## config.mk

```make
export PLATFORM = sky130hd
export DESIGN_NAME = hier_leaf_fifo
export DESIGN_NICKNAME = d
export VERILOG_FILES = /design/src/rtl/hier_leaf_pkg.sv /design/src/rtl/hier_leaf_mem.sv /design/src/rtl/hier_leaf_fifo.sv
export SDC_FILE = /design/constraint.sdc
export NUM_CORES = 1
export LEC_CHECK = 0
export BUFFER_PORTS_ARGS = -buffer_cell sky130_fd_sc_hd__buf_2
export CAP_MARGIN = 20
export CORE_UTILIZATION = 41
export DETAILED_ROUTE_END_ITERATION = 10
export PLACE_DENSITY_LB_ADDON = 0.05
export SETUP_SLACK_MARGIN = 0.3
export SYNTH_ARGS = -nofsm -noshare
export SYNTH_HDL_FRONTEND = slang
export SYNTH_SLANG_ARGS = --single-unit
export TNS_END_PERCENT = 10
```

## constraint.sdc

```tcl
create_clock -name clk -period 3.7 [get_ports clk]
set_input_delay 0.555 -clock clk [delete_from_list [all_inputs] [get_ports clk]]
set_output_delay 0.555 -clock clk [all_outputs]
set_load 0.05 [all_outputs]
```

## src/rtl/hier_leaf_pkg.sv

```systemverilog
// hier_leaf_pkg: shared constants, counter-width helper and handshake type for the leaf FIFO
package hier_leaf_pkg;
  localparam int DEFAULT_DATA_W = 8;
  localparam int DEFAULT_DEPTH = 4;
  function automatic int cnt_w(input int depth);
    return $clog2(depth) + 1;
  endfunction
  typedef struct packed {
    logic valid;
    logic [DEFAULT_DATA_W-1:0] data;
  } hs_t;
endpackage

```

## src/rtl/hier_leaf_mem.sv

```systemverilog
// hier_leaf_mem: DEPTH x DATA_W storage, synchronous write, combinational read
module hier_leaf_mem #(
  parameter int DATA_W = 8,
  parameter int DEPTH = 4
) (
  input  logic                     clk,
  input  logic                     i_we,
  input  logic [$clog2(DEPTH)-1:0] i_waddr,
  input  logic [DATA_W-1:0]        i_wdata,
  input  logic [$clog2(DEPTH)-1:0] i_raddr,
  output logic [DATA_W-1:0]        o_rdata
);
  logic [DATA_W-1:0] r_mem [DEPTH];
  always_ff @(posedge clk) if (i_we) r_mem[i_waddr] <= i_wdata;
  assign o_rdata = r_mem[i_raddr];
endmodule

```

## src/rtl/hier_leaf_fifo.sv

```systemverilog
// hier_leaf_fifo: first-word-fall-through FIFO with occupancy, almost-full and sticky peak tracking
module hier_leaf_fifo
  import hier_leaf_pkg::*;
#(
  parameter int DATA_W = DEFAULT_DATA_W,
  parameter int DEPTH = DEFAULT_DEPTH,
  parameter int AF_LEVEL = 3
) (
  input  logic                   clk,
  input  logic                   rst,
  input  logic                   in_valid,
  output logic                   in_ready,
  input  logic [DATA_W-1:0]      in_data,
  output logic                   out_valid,
  input  logic                   out_ready,
  output logic [DATA_W-1:0]      out_data,
  output logic [$clog2(DEPTH):0] count,
  output logic                   almost_full,
  output logic [$clog2(DEPTH):0] peak_count
);
  localparam int ADDR_W = $clog2(DEPTH);
  localparam int CW = cnt_w(DEPTH);
  localparam logic [CW-1:0] FULL = CW'(DEPTH);
  logic [ADDR_W-1:0] r_wr_ptr, r_rd_ptr;
  logic [CW-1:0] r_count, r_peak, w_next_count;
  logic w_push, w_pop;
  // in_ready deliberately ignores out_ready: a full FIFO never accepts, even while popping
  assign in_ready = (r_count != FULL) && !rst;
  assign out_valid = r_count != '0;
  assign w_push = in_valid && in_ready;
  assign w_pop = out_valid && out_ready;
  assign count = r_count;
  assign peak_count = r_peak;
  assign almost_full = r_count >= CW'(AF_LEVEL);
  always_comb begin
    w_next_count = (w_push && !w_pop) ? r_count + CW'(1) :
                   (!w_push && w_pop) ? r_count - CW'(1) : r_count;
  end
  always_ff @(posedge clk) begin
    if (rst) begin
      r_wr_ptr <= '0;
      r_rd_ptr <= '0;
      r_count <= '0;
      r_peak <= '0;
    end else begin
      if (w_push) r_wr_ptr <= r_wr_ptr + ADDR_W'(1);
      if (w_pop) r_rd_ptr <= r_rd_ptr + ADDR_W'(1);
      r_count <= w_next_count;
      if (w_next_count > r_peak) r_peak <= w_next_count;
    end
  end
  hier_leaf_mem #(.DATA_W(DATA_W), .DEPTH(DEPTH)) u_mem (
    .clk(clk),
    .i_we(w_push),
    .i_waddr(r_wr_ptr),
    .i_wdata(in_data),
    .i_raddr(r_rd_ptr),
    .o_rdata(out_data)
  );
endmodule

```

After elaboration in Yosys (flattened, before gate mapping)
Memory sizes are Yosys's and may differ from the RTL's. A register that Yosys moved wholly into a read port is not among the register bits.
Index checks and enable logic that the tools add are counted.

word-level totals
  bits in registers = 10
  RAM bits = 32
  memories = 1

operators by class
  $add $sub $neg = 4
  magnitude comparators = 2
  eq/ne operators = 1
  muxes and demuxes = 6
  reduce and logical (&&, ||, !) cells = 9

memory list
  name         depth  width  rd ports  clocked after memory_dff  write ports  line                 text
  u_mem.r_mem  4      8      1         1                         1            hier_leaf_mem.sv:13  logic [DATA_W-1:0] r_mem [DEPTH];

operator list
  cell                                                                   number
  3-bit 2-to-1 mux                                                       2
  1-bit logical AND                                                      5
  2-bit by 1-bit adder with 2-bit output, second input constant          2
  2-bit 2-to-1 mux                                                       2
  3-bit by 1-bit adder with 3-bit output, second input constant          1
  3-bit by 2-bit >= comparator with 1-bit output, second input constant  1
  3-bit > comparator                                                     1
  1-bit logical NOT                                                      3
  3-bit != test, second input constant                                   1
  3-bit nonzero test                                                     1
  3-bit by 1-bit subtractor with 3-bit output, second input constant     1
  1-bit 2-to-1 mux                                                       2

Logic depth before layout (Yosys ltp)
  depth after elaboration = 8
  mapped depth = 12
  gate-level depth less buffers = 11

Cells and area by module
Synthesis repeated with hierarchy kept, for this count alone.

second synthesis, totals
  cells, all modules = 125
  area total of the unflattened synthesis = 1860.5 µm²

modules (own cells, without submodules)
  module          instances  cells an instance  area each (µm²)  sequential area each (µm²)
  hier_leaf_mem   1          46                 1188.6           960.9
  hier_leaf_fifo  1          79                 671.9            200.2

Worst setup path after synthesis
No wires, ideal clock.

  path kind = reg-to-reg
  start = reg r_count[0], in the netlist count[0]
  end = reg r_peak[1], in the netlist peak_count[1]
  data arrival time = 2.941 ns
  slack = 0.632 ns
  cell stages (with the launch flop) = 13
  path buffers = 1
  period minus slack after synthesis = 3.068 ns
  cell sequence = dfxtp_1 > inv_1 > ha_1 > clkbuf_1 > a21boi_0 > a221o_1 > a22o_1 > ha_1 > nor2b_1 > o21ai_0 > a32oi_1 > mux2i_1 > nor2_1

between the ends
  longest elaborated chain between the ends = 8
  elaborated cells on any way between the ends = 14

ends and longest elaborated chain
  item                    line                  text
  from (decl)             hier_leaf_fifo.sv:25  logic [CW-1:0] r_count, r_peak, w_next_count;
  from (signal assigned)  hier_leaf_fifo.sv:48  r_count <= w_next_count;
  3-bit != test           hier_leaf_fifo.sv:28  assign in_ready = (r_count != FULL) && !rst;
  1-bit logical AND       hier_leaf_fifo.sv:28
  1-bit logical AND       hier_leaf_fifo.sv:30  assign w_push = in_valid && in_ready;
  1-bit logical NOT       hier_leaf_fifo.sv:37  (!w_push && w_pop) ? r_count - CW'(1) : r_count;
  1-bit logical AND       hier_leaf_fifo.sv:37
  3-bit 2-to-1 mux        hier_leaf_fifo.sv:37
  3-bit 2-to-1 mux *      hier_leaf_fifo.sv:36  w_next_count = (w_push && !w_pop) ? r_count + CW'(1) :
  net w_next_count[1]     hier_leaf_fifo.sv:25
  3-bit > comparator      hier_leaf_fifo.sv:49  if (w_next_count > r_peak) r_peak <= w_next_count;
  to (signal assigned)    hier_leaf_fifo.sv:49
  to (decl)               hier_leaf_fifo.sv:25

Mark *: on every way through the listed nets, which the timed path passes. The rest lies on a longest branch.
A chain may end at the register's enable or synchronous reset.

Worst setup path in the final report
Ends and elaborated chain as after synthesis.

==> flow_summary.json <==
{
  "synth.top_cells.by_area": "sky130_fd_sc_hd__edfxtp_1 50%, sky130_fd_sc_hd__dfxtp_1 13%, sky130_fd_sc_hd__mux4_2 9.4%",
  "global_route.usage.total_pct": 14.84,
  "power.ir.vdd_worst_mv": 0.2821,
  "number_of_nets_still_failing_antenna_checks_after_routing": 0,
  "met3_wirelength_microns": 117,
  "cpPeakStageDelay_ns": 0.38,
  "intPower_mw": 1.070,
  "tns_ns": 0,
  "power-per-cell-area_nw_per_um2": 817.3,
  "cts_tree": "built",
  "cts.path.max_buffers": 2,
  "grt_setup_unrepaired": "no",
  "std_cell_rows": 24,
  "power_switching_uw": 740.5,
  "final-max-slew-violation-count": 0,
  "setup.worst_path.start_class": "flip-flop",
  "crit_slowest_cell": "sky130_fd_sc_hd__dfxtp_1",
  "synth_enable_flop_cells": 32,
  "grt_max_degree": 17,
  "totalPowerFinal_mw": 1.810,
  "first_global_vias": 1112,
  "power.combinational.fraction_pct": 44.1,
  "number_of_hold_slack_violations_in_the_final_timing_report": 0,
  "floorplan.initialDensity_pct": 43.28,
  "hp-start": "in_data[6]",
  "synth.yosys.seq_area_share_pct": 62.87,
  "synth_fp_nets": 151,
  "syn-mean-instance-area_sq_um": 14.93,
  "worstSetupEndpointType": "flip-flop",
  "max_freq_mhz": 352.4,
  "fp.coreArea_sq_um": 4414,
  "power.clock.fraction_pct": 19.9,
  "cts-buffers-inserted": 5,
  "share_seq_of_total_power_pct": 36.0,
  "route.detailed.wl_per_inst_microns": 15.11,
  "io_buffer_count": 28,
  "detail_route.iter0.violations": 25,
  "ctsResizeCount": 0,
  "result_of_the_run": "finished, final reports clean",
  "data_required_time_of_the_worst_path_ns": 3.89,
  "path_class": "flip-flop to flip-flop",
  "clkSinkCount": 44,
  "fin_worst_skew_ns": 0.01085,
  "route.detailed.drc": 0,
  "worst_skew_pair.late_latency_ns": 0.30,
  "number_of_antenna_diodes": 0,
  "grt_remaining_overflow": 0,
  "wire_length_of_the_first_global_routing_pass_mm": 5.409,
  "ys_warn_count": 0,
  "worst-path-max-fanout": 9,
  "yosysTopAreaCellShare_pct": 50.29,
  "reg2reg_launch_point": "count[0]$_SDFF_PP0_",
  "dieHeight_microns": 70.27,
  "die_area_sq_um": 4937,
  "io_pins": 29,
  "routed-via-count": 1107,
  "synth.cell_area_sq_um": 1911,
  "power.share.switching_pct": 40.91,
  "layout-drive-gt1-share_pct": 28.13,
  "detailed_place_hpwl_mm": 2.231,
  "htreeDepth": 2,
  "worst_ep_arrival_time_ns": 3.02,
  "synth_seq_cells": 44,
  "totalWireLength_mm": 3.203,
  "post-route-period-util_pct": 76.70,
  "postCtsSetupRepairBufs": 0,
  "cts.reportedPaths.clkPinSlew_ns": 0.09,
  "worst_hold_path_type": "input pin to flip-flop",
  "cts_hold_repair.buffers": 0,
  "highest-signal-layer": "met4",
  "vias_per_cell": 5.222,
  "number_of_failing_setup_endpoints_in_the_final_timing_report": 0,
  "nNetsFinal": 182,
  "synth_area_leader_cell": "sky130_fd_sc_hd__edfxtp_1",
  "post_synth_inst_count": 128,
  "synth_async_sr_flop_share_pct": 0,
  "leakage_power_nw": 0.8345,
  "die-width_microns": 70.27,
  "route.layer.met1.wl_mm": 1.463,
  "place_congestion": 0.7560,
  "dominantRegCellSynth": "sky130_fd_sc_hd__edfxtp_1",
  "worst_slew_pin_slew_ns": 0.5706,
  "regToRegSetupSlack_ns": 0.86,
  "layout-area-overhead-vs-synth_pct": 15.91,
  "worstSetupStartpoint": "count[0]$_SDFF_PP0_",
  "yosys.cell_types.count": 33,
  "final.min_clock_period_ns": 2.838,
  "ordered_cell_list_for_the_critical_path": "inv_1 > ha_1 > a21boi_0 > a221o_1 > a22o_1 > ha_1 > nor2b_1 > o21ai_0 > a32oi_1 > mux2i_1 > nor2_1",
  "cpMostUsedCell": "sky130_fd_sc_hd__ha_1",
  "clock-root-buffer": "sky130_fd_sc_hd__clkbuf_8",
  "relative_slew_slack_pct": 61.91,
  "maxCapViolCount": 0,
  "dr.pass1.iters": 4,
  "antenna_found_initial": 0,
  "route.met2.wl_mm": 1.572
}
==> power by group through the flow <==
stage / sequential, mW / clock (mW) / combinational, mW
floorplan: 0.715 / 0 / 0.589
global placement: 0.664 / 0 / 0.790
detailed placement: 0.667 / 0 / 0.800
CTS: 0.655 / 0.371 / 0.803
global route: 0.668 / 0.392 / 0.869
finish: 0.652 / 0.360 / 0.798
==> cells in the mapped netlist (all sizes together), types with 2 or more instances <==
library cell,n
a21oi,2
a221o,2
and2,4
buf,2
clkbuf,3
dfxtp,12
edfxtp,32
ha,11
inv,10
mux2i,2
mux4,8
nand2,3
nand3,2
nor2,9
nor2b,6
o21ai,2
xnor2,2
xor2,2
==> layout make-up <==
type,instances,area (sq um)
flip-flops and latches,44,1201
well taps,52,65.06
clock inverters,3,42.54
multi-input cells,69,651.9
fillers,383,2200
repair buffers,29,147.6
inverters,10,37.54
clock buffers,5,68.82
==> cell families (layout without fill, tap and decap cells) <==
logic type               after synthesis  count (layout)  share of synthesized area, %
AO/OA/AOI/OAI                         15              15                         6.353
multiplexers                          10              10                         10.48
XOR/XNOR                               4               4                         1.834
flip-flops                            44              44                         62.87
buffers and inverters                 15              47                         3.012
adder cells (fa/ha/maj)               11              11                         7.204
AND/OR/NAND/NOR                       29              29                         8.252
==> sequential cells by signal, summed over array words and instances (netlist names), named ones only <==
| signal | flops |
|---|---|
| count | 3 |
| r_wr_ptr | 2 |
| r_rd_ptr | 2 |
| u_mem.r_mem | 32 |
| peak_count | 3 |
==> critical path: cells and delay by family, from the launching register on <==
family,cells,cell delay (ns)
AO/OA/AOI/OAI,5,1.21
adder cells (fa/ha/maj),2,0.63
buffers and inverters,1,0.11
flip-flops,1,0.38
multiplexers,1,0.23
AND/OR/NAND/NOR,2,0.17
==> stage by stage <==
step	setup WS, ns	util, %	hold WS, ns	cell area, sq um	std cells
6_report	0.8621	50.17	0.4694	2215	212
5_1_grt	0.5990	50.17	0.4628	2215	212
4_1_cts	0.8542	50.17	0.4607	2215	212
3_5_place_dp	0.6749	47.65	0.5196	2103	204
3_3_place_gp	0.7603	47.65	0.5074	2103	204
2_1_floorplan	0.6318	-	0.4847	1911	128
==> worst paths after layout <==
path                                               endpoint  cells past startpoint
worst max-delay path             peak_count[1]$_SDFFE_PP0N_                     11
worst min-delay path            u_mem.r_mem[2][6]$_DFFE_PP_                      1
worst max register to register   peak_count[1]$_SDFFE_PP0N_                     11
worst min register to register     r_rd_ptr[1]$_SDFFE_PP0P_                      2
==> layer usage <==
layer	vias up	GRT usage (%)
li1	537	-
met1	543	20.21
met2	21	22.22
met3	6	4.762
met4	0	5.333
met5	-	0
==> cell usage in the layout (no fill, tap or decap), types with 4 or more instances in the layout <==
| master | synthesis | final |
|---|---|---|
| sky130_fd_sc_hd__ha_1 | 11 | 11 |
| sky130_fd_sc_hd__buf_2 | 1 | 28 |
| sky130_fd_sc_hd__dfxtp_1 | 12 | 12 |
| sky130_fd_sc_hd__mux4_2 | 8 | 8 |
| sky130_fd_sc_hd__nor2_1 | 9 | 9 |
| sky130_fd_sc_hd__inv_1 | 10 | 10 |
| sky130_fd_sc_hd__clkbuf_8 | 0 | 5 |
| sky130_fd_sc_hd__and2_1 | 4 | 4 |
| sky130_fd_sc_hd__edfxtp_1 | 32 | 32 |
| sky130_fd_sc_hd__nor2b_1 | 6 | 6 |
(Power assumes the default switching activity.)
